File: src/rtl/uart_prog_loader_pkg.sv
// Shared types and constants for the UART program loader.
package uart_prog_loader_pkg;

    localparam logic [7:0]  HDR_BYTE = 8'hA5;
    localparam int unsigned WIDX_W   = 13;
    localparam int unsigned BIDX_W   = 2;
    localparam int unsigned TOUT_W   = 24;

    typedef enum logic [2:0] {
        ST_IDLE,
        ST_CNT_L,
        ST_CNT_H,
        ST_DATA,
        ST_CSUM,
        ST_ERR
    } ld_state_t;

    typedef enum logic [1:0] {
        RX_IDLE,
        RX_START,
        RX_DATA,
        RX_STOP
    } rx_state_t;

    typedef struct packed {
        logic [31:0] addr;
        logic [31:0] data;
    } rom_wr_t;

endpackage

File: src/rtl/uart_prog_loader_if.sv
// ROM write port and loader status bundle.
interface uart_prog_loader_if;
    logic        w_en_o;
    logic [31:0] w_addr_o;
    logic [31:0] w_data_o;
    logic        busy_o;
    logic        done_o;
    logic        err_o;

    modport master (output w_en_o, w_addr_o, w_data_o, busy_o, done_o, err_o);
    modport slave  (input  w_en_o, w_addr_o, w_data_o, busy_o, done_o, err_o);
endinterface

File: src/rtl/uart_prog_loader_rx.sv
// 8N1 UART byte receiver: 2-FF synchroniser, mid-bit sampling, glitch-rejecting start.
module uart_rx_byte
    import uart_prog_loader_pkg::*;
#(
    parameter int unsigned BIT_CYC = 434
) (
    input  logic       clk,
    input  logic       rst_n,
    input  logic       rx,
    output logic       byte_vld,
    output logic [7:0] byte_data,
    output logic       frame_err
);
    localparam int unsigned CNT_W = $clog2(BIT_CYC + 1);
    localparam logic [CNT_W-1:0] HALF_M1 = CNT_W'(BIT_CYC / 2 - 1);
    localparam logic [CNT_W-1:0] FULL_M1 = CNT_W'(BIT_CYC - 1);

    logic             rx_s1, rx_s2, rx_s3;
    rx_state_t        state_q, state_n;
    logic [CNT_W-1:0] cnt_q, cnt_n;
    logic [2:0]       bit_q, bit_n;
    logic [7:0]       shift_q, shift_n;
    logic             vld_n, ferr_n;

    assign byte_data = shift_q;

    // Synchroniser plus one extra stage for falling-edge detection; idles high.
    always_ff @(posedge clk or negedge rst_n) begin
        if (!rst_n) begin
            rx_s1 <= 1'b1;
            rx_s2 <= 1'b1;
            rx_s3 <= 1'b1;
        end else begin
            rx_s1 <= rx;
            rx_s2 <= rx_s1;
            rx_s3 <= rx_s2;
        end
    end

    // Receiver state and registered outputs.
    always_ff @(posedge clk or negedge rst_n) begin
        if (!rst_n) begin
            state_q   <= RX_IDLE;
            cnt_q     <= '0;
            bit_q     <= '0;
            shift_q   <= '0;
            byte_vld  <= 1'b0;
            frame_err <= 1'b0;
        end else begin
            state_q   <= state_n;
            cnt_q     <= cnt_n;
            bit_q     <= bit_n;
            shift_q   <= shift_n;
            byte_vld  <= vld_n;
            frame_err <= ferr_n;
        end
    end

    // Bit timer and sampler.
    always_comb begin
        state_n = state_q;
        cnt_n   = cnt_q;
        bit_n   = bit_q;
        shift_n = shift_q;
        vld_n   = 1'b0;
        ferr_n  = 1'b0;
        case (state_q)
            RX_IDLE: begin
                if (rx_s3 && !rx_s2) begin
                    state_n = RX_START;
                    cnt_n   = '0;
                end
            end
            RX_START: begin
                if (cnt_q == HALF_M1) begin
                    cnt_n   = '0;
                    bit_n   = '0;
                    state_n = rx_s2 ? RX_IDLE : RX_DATA;
                end else begin
                    cnt_n = cnt_q + CNT_W'(1);
                end
            end
            RX_DATA: begin
                if (cnt_q == FULL_M1) begin
                    cnt_n   = '0;
                    shift_n = {rx_s2, shift_q[7:1]};
                    if (bit_q == 3'd7) state_n = RX_STOP;
                    else               bit_n   = bit_q + 3'd1;
                end else begin
                    cnt_n = cnt_q + CNT_W'(1);
                end
            end
            RX_STOP: begin
                if (cnt_q == FULL_M1) begin
                    cnt_n   = '0;
                    state_n = RX_IDLE;
                    if (rx_s2) vld_n  = 1'b1;
                    else       ferr_n = 1'b1;
                end else begin
                    cnt_n = cnt_q + CNT_W'(1);
                end
            end
            default: state_n = RX_IDLE;
        endcase
    end

endmodule

File: src/rtl/uart_prog_loader.sv
// UART program loader: parses A5/count/data/checksum frames into ROM word writes.
// Optional idle timeout while busy is enabled by defining LOADER_TIMEOUT_EN.
module uart_prog_loader
    import uart_prog_loader_pkg::*;
#(
    parameter int unsigned CLK_FREQ  = 50000000,
    parameter int unsigned BAUD      = 115200,
    parameter logic [31:0] BASE_ADDR = 32'h0000_0000,
    parameter int unsigned WORD_MAX  = 4096
) (
    input  logic                  clk,
    input  logic                  rst_n,
    input  logic                  uart_rx_i,
    uart_prog_loader_if.master    rom
);
    localparam int unsigned BIT_CYC = CLK_FREQ / BAUD;

    logic        rx_vld, rx_ferr;
    logic [7:0]  rx_data;

    uart_rx_byte #(.BIT_CYC(BIT_CYC)) u_rx (
        .clk       (clk),
        .rst_n     (rst_n),
        .rx        (uart_rx_i),
        .byte_vld  (rx_vld),
        .byte_data (rx_data),
        .frame_err (rx_ferr)
    );

    ld_state_t         state_q, state_n;
    logic [7:0]        cnt_lo_q, cnt_lo_n;
    logic [WIDX_W-1:0] word_cnt_q, word_cnt_n;
    logic [WIDX_W-1:0] word_idx_q, word_idx_n;
    logic [BIDX_W-1:0] byte_idx_q, byte_idx_n;
    logic [7:0]        csum_q, csum_n;
    logic [31:0]       buf_q, buf_n;
    logic [31:0]       word_c;
    logic [15:0]       n_c;
    rom_wr_t           wr_q, wr_n;
    logic              w_en_q, w_en_n;
    logic              busy_q, busy_n;
    logic              done_q, done_n;
    logic              err_q, err_n;

`ifdef LOADER_TIMEOUT_EN
    localparam int unsigned TIMEOUT_CYC = 16 * 10 * BIT_CYC;
    logic [TOUT_W-1:0] tout_q, tout_n;

    // Idle counter, restarted by every received byte and held clear while not busy.
    always_ff @(posedge clk or negedge rst_n) begin
        if (!rst_n) tout_q <= '0;
        else        tout_q <= tout_n;
    end
`endif

    assign rom.w_en_o   = w_en_q;
    assign rom.w_addr_o = wr_q.addr;
    assign rom.w_data_o = wr_q.data;
    assign rom.busy_o   = busy_q;
    assign rom.done_o   = done_q;
    assign rom.err_o    = err_q;

    // Loader state, counters and registered outputs.
    always_ff @(posedge clk or negedge rst_n) begin
        if (!rst_n) begin
            state_q    <= ST_IDLE;
            cnt_lo_q   <= '0;
            word_cnt_q <= '0;
            word_idx_q <= '0;
            byte_idx_q <= '0;
            csum_q     <= '0;
            buf_q      <= '0;
            wr_q       <= '0;
            w_en_q     <= 1'b0;
            busy_q     <= 1'b0;
            done_q     <= 1'b0;
            err_q      <= 1'b0;
        end else begin
            state_q    <= state_n;
            cnt_lo_q   <= cnt_lo_n;
            word_cnt_q <= word_cnt_n;
            word_idx_q <= word_idx_n;
            byte_idx_q <= byte_idx_n;
            csum_q     <= csum_n;
            buf_q      <= buf_n;
            wr_q       <= wr_n;
            w_en_q     <= w_en_n;
            busy_q     <= busy_n;
            done_q     <= done_n;
            err_q      <= err_n;
        end
    end

    // Frame parser, word assembly and checksum.
    always_comb begin
        state_n    = state_q;
        cnt_lo_n   = cnt_lo_q;
        word_cnt_n = word_cnt_q;
        word_idx_n = word_idx_q;
        byte_idx_n = byte_idx_q;
        csum_n     = csum_q;
        buf_n      = buf_q;
        wr_n       = wr_q;
        w_en_n     = 1'b0;
        busy_n     = busy_q;
        done_n     = 1'b0;
        err_n      = err_q;
        n_c        = {rx_data, cnt_lo_q};
        word_c     = buf_q;
        word_c[{byte_idx_q, 3'b000} +: 8] = rx_data;
`ifdef LOADER_TIMEOUT_EN
        tout_n     = (rx_vld || !busy_q) ? '0 : tout_q + TOUT_W'(1);
`endif
        case (state_q)
            ST_IDLE: begin
                if (rx_vld && rx_data == HDR_BYTE) begin
                    state_n = ST_CNT_L;
                    busy_n  = 1'b1;
                    err_n   = 1'b0;
                end
            end
            ST_CNT_L: begin
                if (rx_vld) begin
                    cnt_lo_n = rx_data;
                    state_n  = ST_CNT_H;
                end
            end
            ST_CNT_H: begin
                if (rx_vld) begin
                    if (n_c == 16'd0 || 32'(n_c) > WORD_MAX) begin
                        state_n = ST_ERR;
                    end else begin
                        state_n    = ST_DATA;
                        word_cnt_n = WIDX_W'(n_c);
                        word_idx_n = '0;
                        byte_idx_n = '0;
                        csum_n     = '0;
                    end
                end
            end
            ST_DATA: begin
                if (rx_vld) begin
                    buf_n      = word_c;
                    csum_n     = csum_q + rx_data;
                    byte_idx_n = byte_idx_q + 2'd1;
                    if (byte_idx_q == 2'd3) begin
                        w_en_n    = 1'b1;
                        wr_n.addr = BASE_ADDR + {17'b0, word_idx_q, 2'b00};
                        wr_n.data = word_c;
                        if (word_idx_q == word_cnt_q - WIDX_W'(1)) state_n    = ST_CSUM;
                        else                                       word_idx_n = word_idx_q + WIDX_W'(1);
                    end
                end
            end
            ST_CSUM: begin
                if (rx_vld) begin
                    if (rx_data == csum_q) begin
                        done_n  = 1'b1;
                        busy_n  = 1'b0;
                        state_n = ST_IDLE;
                    end else begin
                        state_n = ST_ERR;
                    end
                end
            end
            ST_ERR:  state_n = ST_IDLE;
            default: state_n = ST_IDLE;
        endcase
        if (rx_ferr && state_q != ST_IDLE && state_q != ST_ERR) state_n = ST_ERR;
`ifdef LOADER_TIMEOUT_EN
        if (busy_q && tout_q == TOUT_W'(TIMEOUT_CYC - 1)) state_n = ST_ERR;
`endif
        if (state_n == ST_ERR && state_q != ST_ERR) begin
            err_n  = 1'b1;
            busy_n = 1'b0;
        end
    end

endmodule

File: src/flat_wrapper.sv
// flat-port wrapper written by rule: the top's interface ports become plain ports
module uart_prog_loader_flat import uart_prog_loader_pkg::*;
#(
    parameter int unsigned CLK_FREQ  = 50000000,
    parameter int unsigned BAUD      = 115200,
    parameter logic [31:0] BASE_ADDR = 32'h0000_0000,
    parameter int unsigned WORD_MAX  = 4096
)
  (clk, rst_n, uart_rx_i, rom_w_en_o, rom_w_addr_o, rom_w_data_o, rom_busy_o, rom_done_o, rom_err_o);
  uart_prog_loader_if rom_i ();
  input  logic clk;
  input  logic rst_n;
  input  logic uart_rx_i;
  output wire logic [$bits(rom_i.w_en_o)-1:0] rom_w_en_o;
  output wire logic [$bits(rom_i.w_addr_o)-1:0] rom_w_addr_o;
  output wire logic [$bits(rom_i.w_data_o)-1:0] rom_w_data_o;
  output wire logic [$bits(rom_i.busy_o)-1:0] rom_busy_o;
  output wire logic [$bits(rom_i.done_o)-1:0] rom_done_o;
  output wire logic [$bits(rom_i.err_o)-1:0] rom_err_o;
  assign rom_w_en_o = rom_i.w_en_o;
  assign rom_w_addr_o = rom_i.w_addr_o;
  assign rom_w_data_o = rom_i.w_data_o;
  assign rom_busy_o = rom_i.busy_o;
  assign rom_done_o = rom_i.done_o;
  assign rom_err_o = rom_i.err_o;
  uart_prog_loader #(.CLK_FREQ(CLK_FREQ), .BAUD(BAUD), .BASE_ADDR(BASE_ADDR), .WORD_MAX(WORD_MAX)) u_core (.clk(clk), .rst_n(rst_n), .uart_rx_i(uart_rx_i), .rom(rom_i));
endmodule
File: config.mk
export PLATFORM = sky130hd
export DESIGN_NAME = uart_prog_loader_flat
export DESIGN_NICKNAME = d
export VERILOG_FILES = /design/src/rtl/uart_prog_loader_pkg.sv /design/src/rtl/uart_prog_loader_if.sv /design/src/rtl/uart_prog_loader_rx.sv /design/src/rtl/uart_prog_loader.sv /design/src/flat_wrapper.sv
export SDC_FILE = /design/constraint.sdc
export NUM_CORES = 1
export LEC_CHECK = 0
export BUFFER_PORTS_ARGS = -buffer_cell sky130_fd_sc_hd__buf_4
export CORE_MARGIN = 2
export CORE_UTILIZATION = 30
export DETAILED_ROUTE_END_ITERATION = 10
export PLACE_DENSITY_LB_ADDON = 0.08
export SYNTH_ARGS = -nofsm -noshare
export SYNTH_HDL_FRONTEND = slang
export SYNTH_SLANG_ARGS = --single-unit
File: constraint.sdc
create_clock -name clk -period 2.67 [get_ports clk]
set_input_delay 0.267 -clock clk [delete_from_list [all_inputs] [get_ports clk]]
set_output_delay 0.267 -clock clk [all_outputs]
set_load 0.05 [all_outputs]
==> flow_metrics.py <==
metrics = {
    "detailed_routing": {
        "first_iter_violations": 285,
        "drt-total-wl_um": 20100,
        "drcViolationCount": 0,
        "drt_first_pass_iters": 5,
        "vias": 5926,
        "wl_per_cell_um": 17.1,
        "antenna_left": 0,
        "drt-vias-per-instance": 5.06,
    },
    "worst_hold_path": {
        "hold_class": "register to register",
        "min_to": "u_core.u_rx.rx_s2",
        "min_from": "u_core.u_rx.rx_s1",
        "min_path_cells": 0,
    },
    "pwr": {
        "p_switching_uw": 1350,
        "p_int_uw": 3890,
        "p_leak_uw": 0.00445,
        "pwr-share-clk_pct": 45.8,
        "seqPwrFrac_pct": 47.6,
        "power.density_nw_per_um2": 565,
        "p_sw_share_pct": 25.8,
        "ir_worst_vdd_uv": 313,
        "comb_power_share_pct": 6.6,
    },
    "final_layout": {
        "nets": 852,
        "utilization_pct": 36.9,
        "syn_to_final_growth_pct": 21.0,
        "drive_above_1_share_pct": 20.5,
        "instances_no_fill": 1171,
        "antenna_cells": 0,
    },
    "logic_synthesis": {
        "synthFlopType": "dfrtp_1",
        "netlist_top_cells_area": "dfrtp_1, nand2_1, nor2_1",
        "yosysTopAreaCell": "dfrtp_1",
        "synth_area_per_cell_um2": 10.2,
        "async_flop_share_pct": 100,
        "synth_edf_count": 0,
        "synth_seq_area_share_pct": 50.6,
        "synth.distinct_cells": 66,
        "syn_inst": 751,
        "netlist_area_um2": 7680,
        "synth_top_area_share_pct": 49.6,
        "yosysWarnings": 0,
        "ys_ff_latch": 155,
    },
    "timing": {
        "slew_headroom_pct": 52.0,
        "clock_skew_ns": 0.0243,
        "period_needed_ns": 2.54,
        "fin_setup_tns_ns": 0,
        "setup_viol": 0,
        "worst_pin_slew_ns": 0.721,
        "max_freq_mhz": 394,
        "hold_viol": 0,
        "slew_viol_final": 0,
        "rsz0062_at_grt": "yes",
        "fin_ws_ns": 0.132,
        "period_share_pct": 95.1,
    },
    "critical_path": {
        "critical_path_class": "register to register",
        "cp_max_fo": 5,
        "start_kind": "register",
        "worstPathRequired_ns": 2.98,
        "r2r_start": "u_core.word_cnt_q[0]",
        "ff2ff_setup_slack_ns": 0.13,
        "critPathMaxStageDelay_ns": 0.43,
        "cp_cell_sequence": "or3_4 -> xnor2_1 -> nor4b_2 -> nand4_1 -> buf_4 -> o31ai_4 -> buf_6 -> a21oi_1 -> mux2i_1",
        "reg2reg_to": "u_core.word_idx_q[8]",
        "worst_path_max_delay_cell": "dfrtp_1",
        "cp.arrival_ns": 2.85,
        "timing.reg2reg.worst_path_depth": 9,
        "end_kind": "register",
    },
    "global_route": {
        "grt_start_max_net_pins": 70,
        "grt.met2_usage_pct": 25.1,
        "met3_usage_pct": 3.18,
        "grtUsageMet1_pct": 21.4,
        "grt_remaining_overflow": 0,
        "grt_use_total_pct": 15.7,
        "grt_pass1_vias": 5980,
        "grt_pass1_wl_um": 32800,
        "antenna_found_initial": 0,
        "grt.busiest_layer": "met2",
    },
    "clocking": {
        "cts-htree-levels": 4,
        "insertion_delay_ns": 0.44,
        "cts_buffer_depth": 2,
        "root_buffer": "clkbuf_16",
        "cts.sinks": 155,
        "cts_tree": "built",
        "clk_pin_slew_ns": 0.07,
        "cts_made_buffers": 17,
    },
    "floorplanning": {
        "die_h_um": 164,
        "rows": 58,
        "start_util_pct": 30.5,
        "core_area_um2": 25200,
        "die_w_um": 164,
        "fp.dieArea_um2": 26900,
        "pin_count": 71,
    },
    "place": {
        "place_inst": 1133,
        "portBuffers": 51,
        "hpwl_um": 13600,
        "place.gp.congestion": 0.794,
        "place_ws_ns": -0.0000573,
    },
    "flow_run": {
        "max_cap_violations": 0,
    },
    "run_status": {
        "status": "complete, no violations",
    },
}
==> synth_stat cells, types with 12 or more instances <==
cell type and n:
dfrtp_1 152, nand2_1 87, nor2_1 82, a22o_1 35
a221oi_1 32, clkbuf_1 32, o21ai_0 31, mux2_2 27
ha_1 20, buf_4 19, nand2b_1 19, a21oi_1 16
inv_1 16, nand3_1 16, nand4_1 12, nor3_1 12
==> through the flow <==
stage | cell area [µm²] | power [µW] | hold slack (ns)
after CTS | 9210 | 5320 | 0.374
after detailed placement | 8610 | 2890 | 0.348
after global placement | 8610 | 2880 | 0.347
after global routing | 9290 | 5480 | 0.375
after floorplan | 7740 | 2780 | -0.0286
final | 9290 | 5240 | 0.371
==> what timing repair did <==
item | CTS | global route
setup endpoints to repair | 1 | 18
pin swaps | 0 | 8
hold endpoints to repair | 64 | 0
buffers inserted | 0 | 4
gates resized for setup | 0 | 13
hold buffers | 2 | 0
==> how the worst max path moves through the flow <==
| stage | startpoint | to | slack (ns) |
|---|---|---|---|
| 2_1_floorplan | u_core.word_cnt_q[0] | u_core.word_idx_q[5] | 0.23 |
| 3_3_place_gp | u_core.word_cnt_q[0] | u_core.rom.err_o | 0.07 |
| 3_5_place_dp | u_core.word_cnt_q[0] | u_core.rom.err_o | -0.00006 |
| 4_1_cts | u_core.word_cnt_q[0] | u_core.rom.err_o | -0.008 |
| 5_1_grt | u_core.word_cnt_q[0] | u_core.word_idx_q[5] | -0.01 |
| 6_report | u_core.word_cnt_q[0] | u_core.word_idx_q[8] | 0.13 |
==> cell usage in the layout, fill, tap and decap left out, types with 12 or more instances in the layout <==
cell type,count
nand2b_1,18
buf_4,88
mux2_2,27
a21oi_1,16
nor2_1,82
ha_1,19
a22o_1,35
nand3_1,15
dfrtp_1,151
a221oi_1,32
inv_1,16
nand4_1,12
o21ai_0,29
clkbuf_16,17
conb_1,19
nand2_1,87
==> flip-flops by register name, indices dropped and copies added (netlist names), 2 cells and up, named ones only <==
name and flops:
u_core.u_rx.byte_data 8, u_core.byte_idx_q 2, u_core.word_cnt_q 13, u_core.cnt_lo_q 8, u_core.rom.w_data_o 32, u_core.u_rx.bit_q 3
u_core.buf_q 32, u_core.u_rx.cnt_q 9, u_core.word_idx_q 13, u_core.rom.w_addr_o 13, u_core.csum_q 8, u_core.state_q 3
==> per-layer routing <==
layer  routed length, µm  vias to the layer above
met5                   0                        -
met4                 306                        0
met1                9560                     2974
li1                    -                     2824
met3                 619                       21
met2                9590                      107
==> logic make-up (layout without fill, tap and decap cells) <==
logic type / after synthesis / in the layout / synth area share (%)
AOI/OAI and AO/OA: 158 / 158 / 15.7
xor gates and xnor gates: 21 / 21 / 2.40
adders and majority gates: 21 / 21 / 3.52
buffers and inverters: 76 / 148 / 4.66
DFF: 155 / 155 / 50.6
muxes: 38 / 38 / 5.40
other: 1 / 19 / 0.0489
and+or+nand+nor: 281 / 281 / 17.7
==> layout make-up <==
class	instances	area, µm²
clock inverter	11	111
sequential	155	3880
clock buffer	21	470
inverter	20	75.1
fill	2461	15900
tap	330	413
timing repair buffer	96	783
multi-input combinational	538	3550
==> critical path: cells and delay by family (launching register included) <==
kind	cells	cell delay, ns
mux	1	0.13
xor+xnor	1	0.16
simple gates	3	0.97
buf+inv	2	0.37
compound gates	2	0.37
flops	1	0.43
==> power groups by stage <==
stage	combinational (µW)	clock, µW	sequential [µW]
after floorplan	275	0	2500
after global placement	344	0	2540
after detailed placement	350	0	2540
after CTS	354	2470	2490
after global routing	393	2580	2510
final	346	2400	2500
Power figures use the tool's default switching activity.
